--- src/rtl/pwm_capture.sv ---
// PWM input capture: recovers rise-to-rise period and high time in pwm_clk cycles.
// Optional glitch filter on the synchronized input is enabled by defining PWM_CAP_GLITCH_FILTER_EN.
module pwm_capture #(
    parameter int CNT_W    = 16,
    parameter int FILT_LEN = 4
) (
    input  logic             pwm_clk,
    input  logic             pwm_reset,
    input  logic             cap_en,
    input  logic             pwm_in,
    output logic [CNT_W-1:0] cap_period,
    output logic [CNT_W-1:0] cap_high,
    output logic             cap_valid,
    output logic             cap_timeout,
    output logic             cap_level
);

    localparam logic [CNT_W-1:0] CNT_MAX = '1;
    localparam logic [CNT_W-1:0] CNT_ONE = CNT_W'(1);

    typedef enum logic {
        IDLE,
        MEAS
    } state_t;

    if (FILT_LEN < 2 || FILT_LEN > 15) begin : g_filt_len_check
        $error("pwm_capture: FILT_LEN must be in 2..15");
    end

    state_t           state_q, state_d;
    logic             s1_q, s2_q, s3_q;
    logic             lvl, rise;
    logic [CNT_W-1:0] period_cnt_q, period_cnt_d;
    logic [CNT_W-1:0] high_cnt_q, high_cnt_d;
    logic [CNT_W-1:0] cap_period_q, cap_period_d;
    logic [CNT_W-1:0] cap_high_q, cap_high_d;
    logic             cap_valid_q, cap_valid_d;
    logic             cap_timeout_q, cap_timeout_d;

`ifdef PWM_CAP_GLITCH_FILTER_EN
    localparam logic [3:0] FILT_LAST = 4'(FILT_LEN - 1);

    logic [3:0] filt_cnt_q, filt_cnt_d;
    logic       filt_lvl_q, filt_lvl_d;

    // The filtered level only follows s2 after FILT_LEN consecutive cycles of disagreement.
    always_comb begin
        filt_cnt_d = '0;
        filt_lvl_d = filt_lvl_q;
        if (s2_q != filt_lvl_q) begin
            if (filt_cnt_q == FILT_LAST) begin
                filt_lvl_d = s2_q;
            end else begin
                filt_cnt_d = filt_cnt_q + 4'd1;
            end
        end
    end

    always_ff @(posedge pwm_clk or posedge pwm_reset) begin
        if (pwm_reset) begin
            filt_cnt_q <= '0;
            filt_lvl_q <= 1'b0;
        end else begin
            filt_cnt_q <= filt_cnt_d;
            filt_lvl_q <= filt_lvl_d;
        end
    end

    assign lvl = filt_lvl_q;
`else
    assign lvl = s2_q;
`endif

    assign rise = lvl & ~s3_q;

    always_comb begin
        state_d       = state_q;
        period_cnt_d  = period_cnt_q;
        high_cnt_d    = high_cnt_q;
        cap_period_d  = cap_period_q;
        cap_high_d    = cap_high_q;
        cap_valid_d   = 1'b0;
        cap_timeout_d = cap_timeout_q;
        if (!cap_en) begin
            state_d      = IDLE;
            period_cnt_d = '0;
            high_cnt_d   = '0;
        end else begin
            case (state_q)
                IDLE: begin
                    period_cnt_d = '0;
                    high_cnt_d   = '0;
                    if (rise) begin
                        state_d      = MEAS;
                        period_cnt_d = CNT_ONE;
                        high_cnt_d   = CNT_ONE;
                    end
                end
                MEAS: begin
                    // A rise on the saturation cycle still counts as a valid capture.
                    if (rise) begin
                        cap_period_d  = period_cnt_q;
                        cap_high_d    = high_cnt_q;
                        cap_valid_d   = 1'b1;
                        cap_timeout_d = 1'b0;
                        period_cnt_d  = CNT_ONE;
                        high_cnt_d    = CNT_ONE;
                    end else if (period_cnt_q == CNT_MAX) begin
                        cap_timeout_d = 1'b1;
                        state_d       = IDLE;
                        period_cnt_d  = '0;
                        high_cnt_d    = '0;
                    end else begin
                        period_cnt_d = period_cnt_q + CNT_ONE;
                        if (lvl && high_cnt_q != CNT_MAX) begin
                            high_cnt_d = high_cnt_q + CNT_ONE;
                        end
                    end
                end
            endcase
        end
    end

    always_ff @(posedge pwm_clk or posedge pwm_reset) begin
        if (pwm_reset) begin
            s1_q          <= 1'b0;
            s2_q          <= 1'b0;
            s3_q          <= 1'b0;
            state_q       <= IDLE;
            period_cnt_q  <= '0;
            high_cnt_q    <= '0;
            cap_period_q  <= '0;
            cap_high_q    <= '0;
            cap_valid_q   <= 1'b0;
            cap_timeout_q <= 1'b0;
        end else begin
            s1_q          <= pwm_in;
            s2_q          <= s1_q;
            s3_q          <= lvl;
            state_q       <= state_d;
            period_cnt_q  <= period_cnt_d;
            high_cnt_q    <= high_cnt_d;
            cap_period_q  <= cap_period_d;
            cap_high_q    <= cap_high_d;
            cap_valid_q   <= cap_valid_d;
            cap_timeout_q <= cap_timeout_d;
        end
    end

    assign cap_period  = cap_period_q;
    assign cap_high    = cap_high_q;
    assign cap_valid   = cap_valid_q;
    assign cap_timeout = cap_timeout_q;
    assign cap_level   = lvl;

endmodule
--- config.mk ---
export PLATFORM = sky130hd
export DESIGN_NAME = pwm_capture
export DESIGN_NICKNAME = d
export VERILOG_FILES = /design/src/rtl/pwm_capture.sv
export SDC_FILE = /design/constraint.sdc
export NUM_CORES = 1
export LEC_CHECK = 0
export ABC_CLOCK_PERIOD_IN_PS = 2400
export BUFFER_PORTS_ARGS = -buffer_cell sky130_fd_sc_hd__buf_2
export CORE_AREA = 4 4 97 76
export CTS_BUF_LIST = sky130_fd_sc_hd__clkbuf_16
export CTS_CLUSTER_DIAMETER = 50
export DETAILED_ROUTE_END_ITERATION = 16
export DIE_AREA = 0 0 101 80
export GPL_TIMING_DRIVEN = 0
export PLACE_DENSITY = 0.68
export SLEW_MARGIN = 15
export SYNTH_ARGS = -nofsm -noshare
export SYNTH_HDL_FRONTEND = slang
export SYNTH_SLANG_ARGS = --single-unit
--- constraint.sdc ---
create_clock -name pwm_clk -period 2.4 [get_ports pwm_clk]
set_clock_uncertainty 0.2 [all_clocks]
set_input_delay 0.6 -clock pwm_clk [delete_from_list [all_inputs] [get_ports pwm_clk]]
set_output_delay 0.6 -clock pwm_clk [all_outputs]
set_load 0.02 [all_outputs]
# After elaboration in Yosys (flattened, before gate mapping)
# Cells that the tools add are included.
[totals]
register_bits = 70
in_bits = 4
output_inout_bits = 35
wordCells = 41
[op_classes]
add_sub_neg = 2
n_eq_ne = 3
n_mux = 19
n_bitwise = 3
n_reduce_logical = 4
[ops]
columns = ["operator", "count"]
rows = [
  ["16-bit 2-to-1 mux", 7],
  ["16-bit case mux with 2 select lines", 2],
  ["16-bit by 1-bit adder with 16-bit output (second input constant)", 2],
  ["16-bit equality test (second input constant)", 1],
  ["16-bit inequality test (second input constant)", 1],
  ["1-bit 2-to-1 mux", 9],
  ["3-bit AND reduction", 2],
  ["5-bit by 2-bit inequality test with 1-bit output (second input constant)", 1],
  ["1-bit NOT", 2],
  ["1-bit case mux with 2 select lines", 1],
  ["2-bit nonzero test", 1],
  ["1-bit AND", 1],
  ["1-bit logical AND", 1],
]

# Longest topological paths before layout
# Gate-level depths: netlist of the first run.
[depth]
word_depth = 7
depth_mapped = 6
ltp_nobuf = 5

# Worst setup path after synthesis of the first run
# OpenSTA, ideal clock, no wires.
[synth_timing]
path_type = "reg-to-reg"
startpoint = "reg high_cnt_q[0]"
endpoint = "reg high_cnt_q[12]"
setup_ns = 0.078
t_arrival_ns = 1.774
t_required_ns = 2.122
slack_ns = 0.348
stages_incl_launch_ff = 7
path_buffers = 1
period_less_slack_ns = 2.052
path_cell_list = "dfrtp_1 ha_1 nand3_2 or3_1 clkbuf_2 or4_1 a21oi_1"
[synth_between]
elab_chain_cells = 6
word_cells_on_any_way = 9
cone_classes = "1 x add/sub; 2 x eq/ne; 5 x mux; 1 x reduce/logical"
[synth_rtl]
columns = ["element", "line_no", "text"]
rows = [
  ["start, declared", "34", "logic [CNT_W-1:0] high_cnt_q, high_cnt_d;"],
  ["start signal, assigned", "142", "high_cnt_q <= high_cnt_d;"],
  ["16-bit by 1-bit adder with 16-bit output", "116", "high_cnt_d = high_cnt_q + CNT_ONE;"],
  ["16-bit 2-to-1 mux", "115", "if (lvl && high_cnt_q != CNT_MAX) begin"],
  ["16-bit 2-to-1 mux", "108", "end else if (period_cnt_q == CNT_MAX) begin"],
  ["16-bit 2-to-1 mux", "101", "if (rise) begin"],
  ["16-bit case mux with 2 select lines", "89", "case (state_q)"],
  ["16-bit 2-to-1 mux", "84", "if (!cap_en) begin"],
]
# Several ways; a longest one is shown, not always the timed one. The select of a mux whose other input is x is not followed.
# A chain may end at the register's enable or synchronous reset.

# Worst setup path after layout of the first run
[layout_timing]
startpoint = "reg high_cnt_q[1]"
endpoint = "reg high_cnt_q[12]"
# Same word-level chain as after synthesis.

==> results of run 1 <==
registers in the layout, summed over array words and instances, names as in the netlist:
register	flops
state_q	1
high_cnt_q	16
cap_period	16
s1_q	1
period_cnt_q	16
cap_valid	1
cap_timeout	1
cap_high	16
s3_q	1
cap_level	1
path summary, 6_finish.rpt:
check | cells past startpoint | startpoint | slack (ns) | endpoint
setup / recovery | 6 | high_cnt_q[1]$_DFFE_PP0P_ | 0.13 | high_cnt_q[12]$_DFFE_PP0P_
hold / removal | 2 | pwm_reset | 0.11 | period_cnt_q[5]$_DFF_PP0_
setup reg to reg | 6 | high_cnt_q[1]$_DFFE_PP0P_ | 0.13 | high_cnt_q[12]$_DFFE_PP0P_
hold reg to reg | 0 | s1_q$_DFF_PP0_ | 0.16 | cap_level$_DFF_PP0_
max in group asynchronous | 4 | pwm_reset | 1.19 | high_cnt_q[0]$_DFFE_PP0P_
min in group pwm_clk | 0 | s1_q$_DFF_PP0_ | 0.16 | cap_level$_DFF_PP0_
metrics by stage:
stage | setup slack (ns) | area [sq um] | util [%] | total power [mW]
floorplan | 0.348 | 3070 | - | 1.27
global placement | 0.0625 | 3360 | 53.4 | 1.30
detailed placement | 0.00892 | 3400 | 54.0 | 1.31
CTS | 0.0587 | 3650 | 58.0 | 2.44
global route | 0.0231 | 3690 | 58.6 | 2.50
finish | 0.134 | 3690 | 58.6 | 2.40
layout by cell type (no fill, tap or decap), drive strengths merged, types with 4 or more instances in the layout:
master and n:
buf 46, o21ai 7, dfrtp 70, nor4 6, nor3 7, xnor2 10
mux2 27, inv 10, xor2 4, nand4 10, nand3 13, nor2 20
or4 10, or3 4, clkbuf 16, o31ai 9, nand2 16, a21oi 13
layout make-up:
cell class | instances | area, sq um | share of cell area, %
buffer | 10 | 52.6 | 1.43
clock buffer | 9 | 225 | 6.11
clock inverter | 5 | 21.3 | 0.577
inverter | 9 | 37.5 | 1.02
multi-input combinational | 178 | 1240 | 33.7
sequential | 70 | 1750 | 47.6
tap | 81 | 101 | 2.75
timing repair buffer | 43 | 253 | 6.86
worst max-delay path, delay by kind of cell (launching register included):
kind / cells / cell delay [ns]
simple gates: 3 / 1.00
flops: 1 / 0.42
fa+ha+maj: 1 / 0.24
buf+inv: 1 / 0.18
compound gates: 1 / 0.15
power groups by stage:
stage	clock network, mW	registers [mW]	logic, mW
CTS	1.15	1.20	0.0873
global placement	0	1.22	0.0768
finish	1.11	1.20	0.0855
detailed placement	0	1.22	0.0871
global route	1.20	1.21	0.0976
floorplan	0	1.23	0.0439
cells by family (layout without fill, tap and decap cells):
group,Yosys count,in the layout,synth area share (%)
simple gates,97,97,17.6
flops,70,70,57.2
compound gates,36,36,7.19
mux,29,29,10.6
buf+inv,19,76,2.61
xor+xnor,14,14,4.00
fa+ha+maj,2,2,0.817
routing by layer:
layer	vias to the layer above	part of all wire (%)	wire [microns]
li1	1081	-	-
met1	1130	49	3250
met2	59	44	2940
met3	6	5.4	357
met4	0	0.89	59
met5	-	0	0
timing repair:
item / CTS / global route
pin swaps: 0 / 1
resized for setup: 1 / 7
setup endpoints to repair: 3 / 30
setup buffers: 0 / 3
==> impl_metrics.json, run 1 <==
{
  "max_cap_violations": 0,
  "leakage_nw": 1.69,
  "top_usage_layer": "met1",
  "yosysTopAreaCellShare_pct": 57.2,
  "timing_worst_slew_pin_value_ns": 0.909,
  "hold_ws_ns": 0.107,
  "crit_fanout": 9,
  "comb_power_share_pct": 3.6,
  "clock_tree.buffer_depth": 2,
  "worst_path_class_setup": "flip-flop to flip-flop",
  "dp_hpwl_microns": 4640,
  "number_of_filler_instances_in_the_final_layout": 546,
  "grt_start_max_net_pins": 26,
  "grt.met1_usage_pct": 26.2,
  "setup.worst_path.end_class": "flip-flop",
  "maxSlewViolCount": 0,
  "intPower_mw": 1.89,
  "hp-class": "input port to async pin",
  "grt_use_total_pct": 18.0,
  "pwr-share-seq_pct": 50.1,
  "met3_usage_pct": 6.29,
  "core_sq_um": 6290,
  "powerDensity_nw_per_um2": 652,
  "final_cells": 405,
  "layout-drive-gt1-share_pct": 30.9,
  "critPathSlowestCell": "or4_1",
  "cts.root.buffer_cell": "clkbuf_16",
  "synth_top_cells_by_area": "dfrtp_1, mux2_2, xnor2_1, nor2_1, o31ai_1",
  "synth_sequential_area_ratio_pct": 57.2,
  "max_clock_freq_mhz": 441,
  "number_of_flops_mapped_to_enable_cells_by_yosys": 0,
  "mappedNetlistNets": 273,
  "die_height_microns": 80,
  "worst-endpoint-arrival_ns": 2.31,
  "synth.most_common_cell": "dfrtp_1",
  "netlist.top_cell.by_area": "dfrtp_1",
  "tritoncts_clock_tree": "built",
  "antenna_left": 0,
  "numCtsBuffers": 9,
  "period_minus_slack_ns": 2.27,
  "finalWeightedCongestion": 0.789,
  "fp.dieArea_sq_um": 8080,
  "drcViolationCount": 0,
  "dr.pass1.iters": 4,
  "cts_hold_repair.buffers": 0,
  "worstPathRequired_ns": 2.45,
  "initial_core_utilization_pct": 48.7,
  "antennaDiodeCount": 0,
  "vias": 2276,
  "ys_top_cells_by_count": "dfrtp_1, mux2_2, nor2_1",
  "syn2layout_area_growth_pct": 20.3,
  "synth.ff_latch_count": 70,
  "rows": 25,
  "syn-mean-instance-area_sq_um": 11.5,
  "final_min_period_over_clock_period_pct": 94.4,
  "crit_path_max_incr_delay_ns": 0.48,
  "outcome": "finished clean",
  "grt_pass1_wl_microns": 11200,
  "io_buffer_count": 38,
  "power_switching_mw": 0.512,
  "initial_antenna_violation_count": 0,
  "setup_viol_count_final": 0,
  "final_routed_wirelength_microns": 6610,
  "grt_remaining_overflow": 0,
  "ys_types": 39,
  "netlist_instances": 267,
  "clkSinkCount": 70,
  "drt-vias-per-instance": 5.62,
  "most_used_flip_flop_cell_after_synthesis": "dfrtp_1",
  "fin_tns_setup_ns": 0,
  "max_rail_drop_vdd_mv": 0.460,
  "clkTransAtPathRegs_ns": 0.05,
  "ys_warn_count": 0,
  "dpl.cell_count": 388,
  "cp-start-kind": "flip-flop",
  "die_width_microns": 101,
  "globalRouteMet2Util_pct": 25.6,
  "clock_power_share_pct": 46.3,
  "power.share.switching_pct": 21.3,
  "layout.nets": 327,
  "cts-htree-levels": 3,
  "detail_route.iter0.violations": 128,
  "critical_path.cell_chain": "ha_1 -> nand3_2 -> or3_1 -> clkbuf_2 -> or4_1 -> a21oi_1",
  "insertion_delay_ns": 0.33,
  "max_slew_margin_pct": 38.8,
  "timing.final.hold_violations": 0,
  "setup_repair_after_global_routing_missed_its_margin": "false",
  "asyncSetResetFlopFracSynth_pct": 100,
  "mapped_cell_area_sq_um": 3060,
  "first_global_vias": 2236,
  "routedWlPerCell_microns": 16.3,
  "ioPinCount": 39
}
Power figures use the tool's default switching activity.
==> inputs of run 2 (changes only) <==
- CTS_BUF_LIST: sky130_fd_sc_hd__clkbuf_16 -> sky130_fd_sc_hd__clkbuf_4
==> run 2 against run 1 <==
Sequential share of layout area grew 2.1 points; first-iteration DRC count shrank 1.6%; hold slack got worse by 0.094 ns; count of clock-buffer cells in the layout rose by 2; sequential power about the same; die area unchanged; via count is 0.66% lower; clock power down 46%; global-route usage shrank 0.25 points; power decreased by 22%; maximum frequency decreased by 1.1%.
==> impl_metrics.json, run 2 (same netlist as run 1, synthesis figures left out) <==
{
  "outcome": "finished clean",
  "die_width_microns": 101,
  "tritoncts_clock_tree": "built",
  "vias": 2261,
  "dpl-instance-area_sq_um": 3400,
  "crit_fanout": 9,
  "final_std_cell_area_no_fill_sq_um": 3530,
  "drt-vias-per-instance": 5.60,
  "timing.final.hold_violations": 0,
  "syn2layout_area_growth_pct": 15.2,
  "critPathLaunch": "high_cnt_q[1]$_DFFE_PP0P_",
  "powerDensity_nw_per_um2": 534,
  "numCtsBuffers": 9,
  "leakage_nw": 1.61,
  "layout.nets": 326,
  "cts-htree-levels": 3,
  "setup.worst_path.end_class": "flip-flop",
  "hp-class": "input port to async pin",
  "dp_hpwl_microns": 4640,
  "timing_worst_slew_pin_value_ns": 0.859,
  "insertion_delay_ns": 0.41,
  "die_height_microns": 80,
  "drcViolationCount": 0,
  "cts.root.buffer_cell": "clkbuf_4",
  "grt_pass1_wl_microns": 11100,
  "period_minus_slack_ns": 2.29,
  "max_rail_drop_vdd_mv": 0.378,
  "ioPinCount": 39,
  "grt_start_max_net_pins": 26,
  "antennaDiodeCount": 0,
  "clkTransAtPathRegs_ns": 0.11,
  "final_cells": 404,
  "fin_tns_setup_ns": 0,
  "max_slew_margin_pct": 42.2,
  "final_min_period_over_clock_period_pct": 95.4,
  "io_buffer_count": 38,
  "max_clock_freq_mhz": 437,
  "dpl.cell_count": 388,
  "rows": 25,
  "report.power.total_mw": 1.89,
  "max_cap_violations": 0,
  "grt_use_total_pct": 17.8,
  "most_frequent_cells_in_the_layout": "dfrtp_1, buf_2, mux2_2, nor2_1, nand2_1",
  "fp.dieArea_sq_um": 8080,
  "timing.final.ws_setup_ns": 0.110,
  "post-route-util_pct": 56.1,
  "clock_tree.buffer_depth": 2,
  "dr.pass1.iters": 4,
  "antenna_left": 0,
  "clkSinkCount": 70,
  "worst-endpoint-arrival_ns": 2.42,
  "cts_hold_repair.buffers": 0,
  "final_routed_wirelength_microns": 6470,
  "setup_repair_after_global_routing_missed_its_margin": "false",
  "first_global_vias": 2210,
  "setup_viol_count_final": 0,
  "layout-drive-gt1-share_pct": 31.3,
  "finalWeightedCongestion": 0.789,
  "worst_r2r_startpoint": "high_cnt_q[1]$_DFFE_PP0P_",
  "worst_path_class_setup": "flip-flop to flip-flop",
  "cp-start-kind": "flip-flop",
  "worstPathRequired_ns": 2.53,
  "detail_route.iter0.violations": 126,
  "maxSlewViolCount": 0,
  "core_sq_um": 6290,
  "routedWlPerCell_microns": 16.0,
  "hold_ws_ns": 0.0123,
  "initial_core_utilization_pct": 48.7,
  "mostFrequentLayoutCell": "dfrtp_1",
  "grt_remaining_overflow": 0,
  "initial_antenna_violation_count": 0,
  "pre_cts_ws_ns": 0.00892
}
-- run 2: changes by cell type in the layout (fill, tap and decap cells not counted) --
cell	delta
buf_4	-1
clkbuf_16	-9
clkbuf_4	+11
inv_1	-2
-- run 2: critical path, stage by stage (launching register included) --
cell      delay [ns]
dfrtp_1         0.44
ha_1            0.25
nand3_2         0.15
or3_1           0.37
clkbuf_2        0.18
or4_1           0.48
a21oi_1         0.15
-- run 2: area by class of cell --
| class | instances | area, sq um |
|---|---|---|
| clock inverters | 3 | 13.8 |
| multi-input cells | 178 | 1240 |
| fillers | 563 | 2760 |
| flip-flops and latches | 70 | 1750 |
| inverters | 9 | 37.5 |
| repair buffers | 42 | 245 |
| clock buffers | 11 | 82.6 |
| plain buffers | 10 | 52.6 |
| well taps | 81 | 101 |
-- run 2: per-layer routing --
metal	wire length (microns)	GRT usage, %	up-vias	share of wire (%)
met2	2820	25.2	52	44
li1	-	-	1078	-
met4	55	4.52	0	0.85
met5	0	0	-	0
met1	3220	25.6	1125	50
met3	368	6.64	6	5.7
-- run 2: what timing repair did --
action,4_1_cts,5_1_grt
pin swaps,0,1
gates cloned,0,0
setup buffers,0,2
endpoints found under the setup margin,5,30
gates resized for setup,1,7
-- run 2: final timing paths --
| kind | slack, ns | cells past startpoint | endpoint |
|---|---|---|---|
| max | 0.11 | 6 | high_cnt_q[12]$_DFFE_PP0P_ |
| min | 0.01 | 2 | period_cnt_q[10]$_DFF_PP0_ |
| max reg2reg | 0.11 | 6 | high_cnt_q[12]$_DFFE_PP0P_ |
| min reg2reg | 0.17 | 0 | cap_level$_DFF_PP0_ |
| max in group asynchronous | 1.29 | 4 | high_cnt_q[0]$_DFFE_PP0P_ |
| min in group pwm_clk | 0.10 | 1 | s1_q$_DFF_PP0_ |
-- run 2: where the power goes --
group          switching, mW  internal (mW)
Sequential            0.0105           1.19
Combinational         0.0584         0.0270
Clock                  0.379          0.219
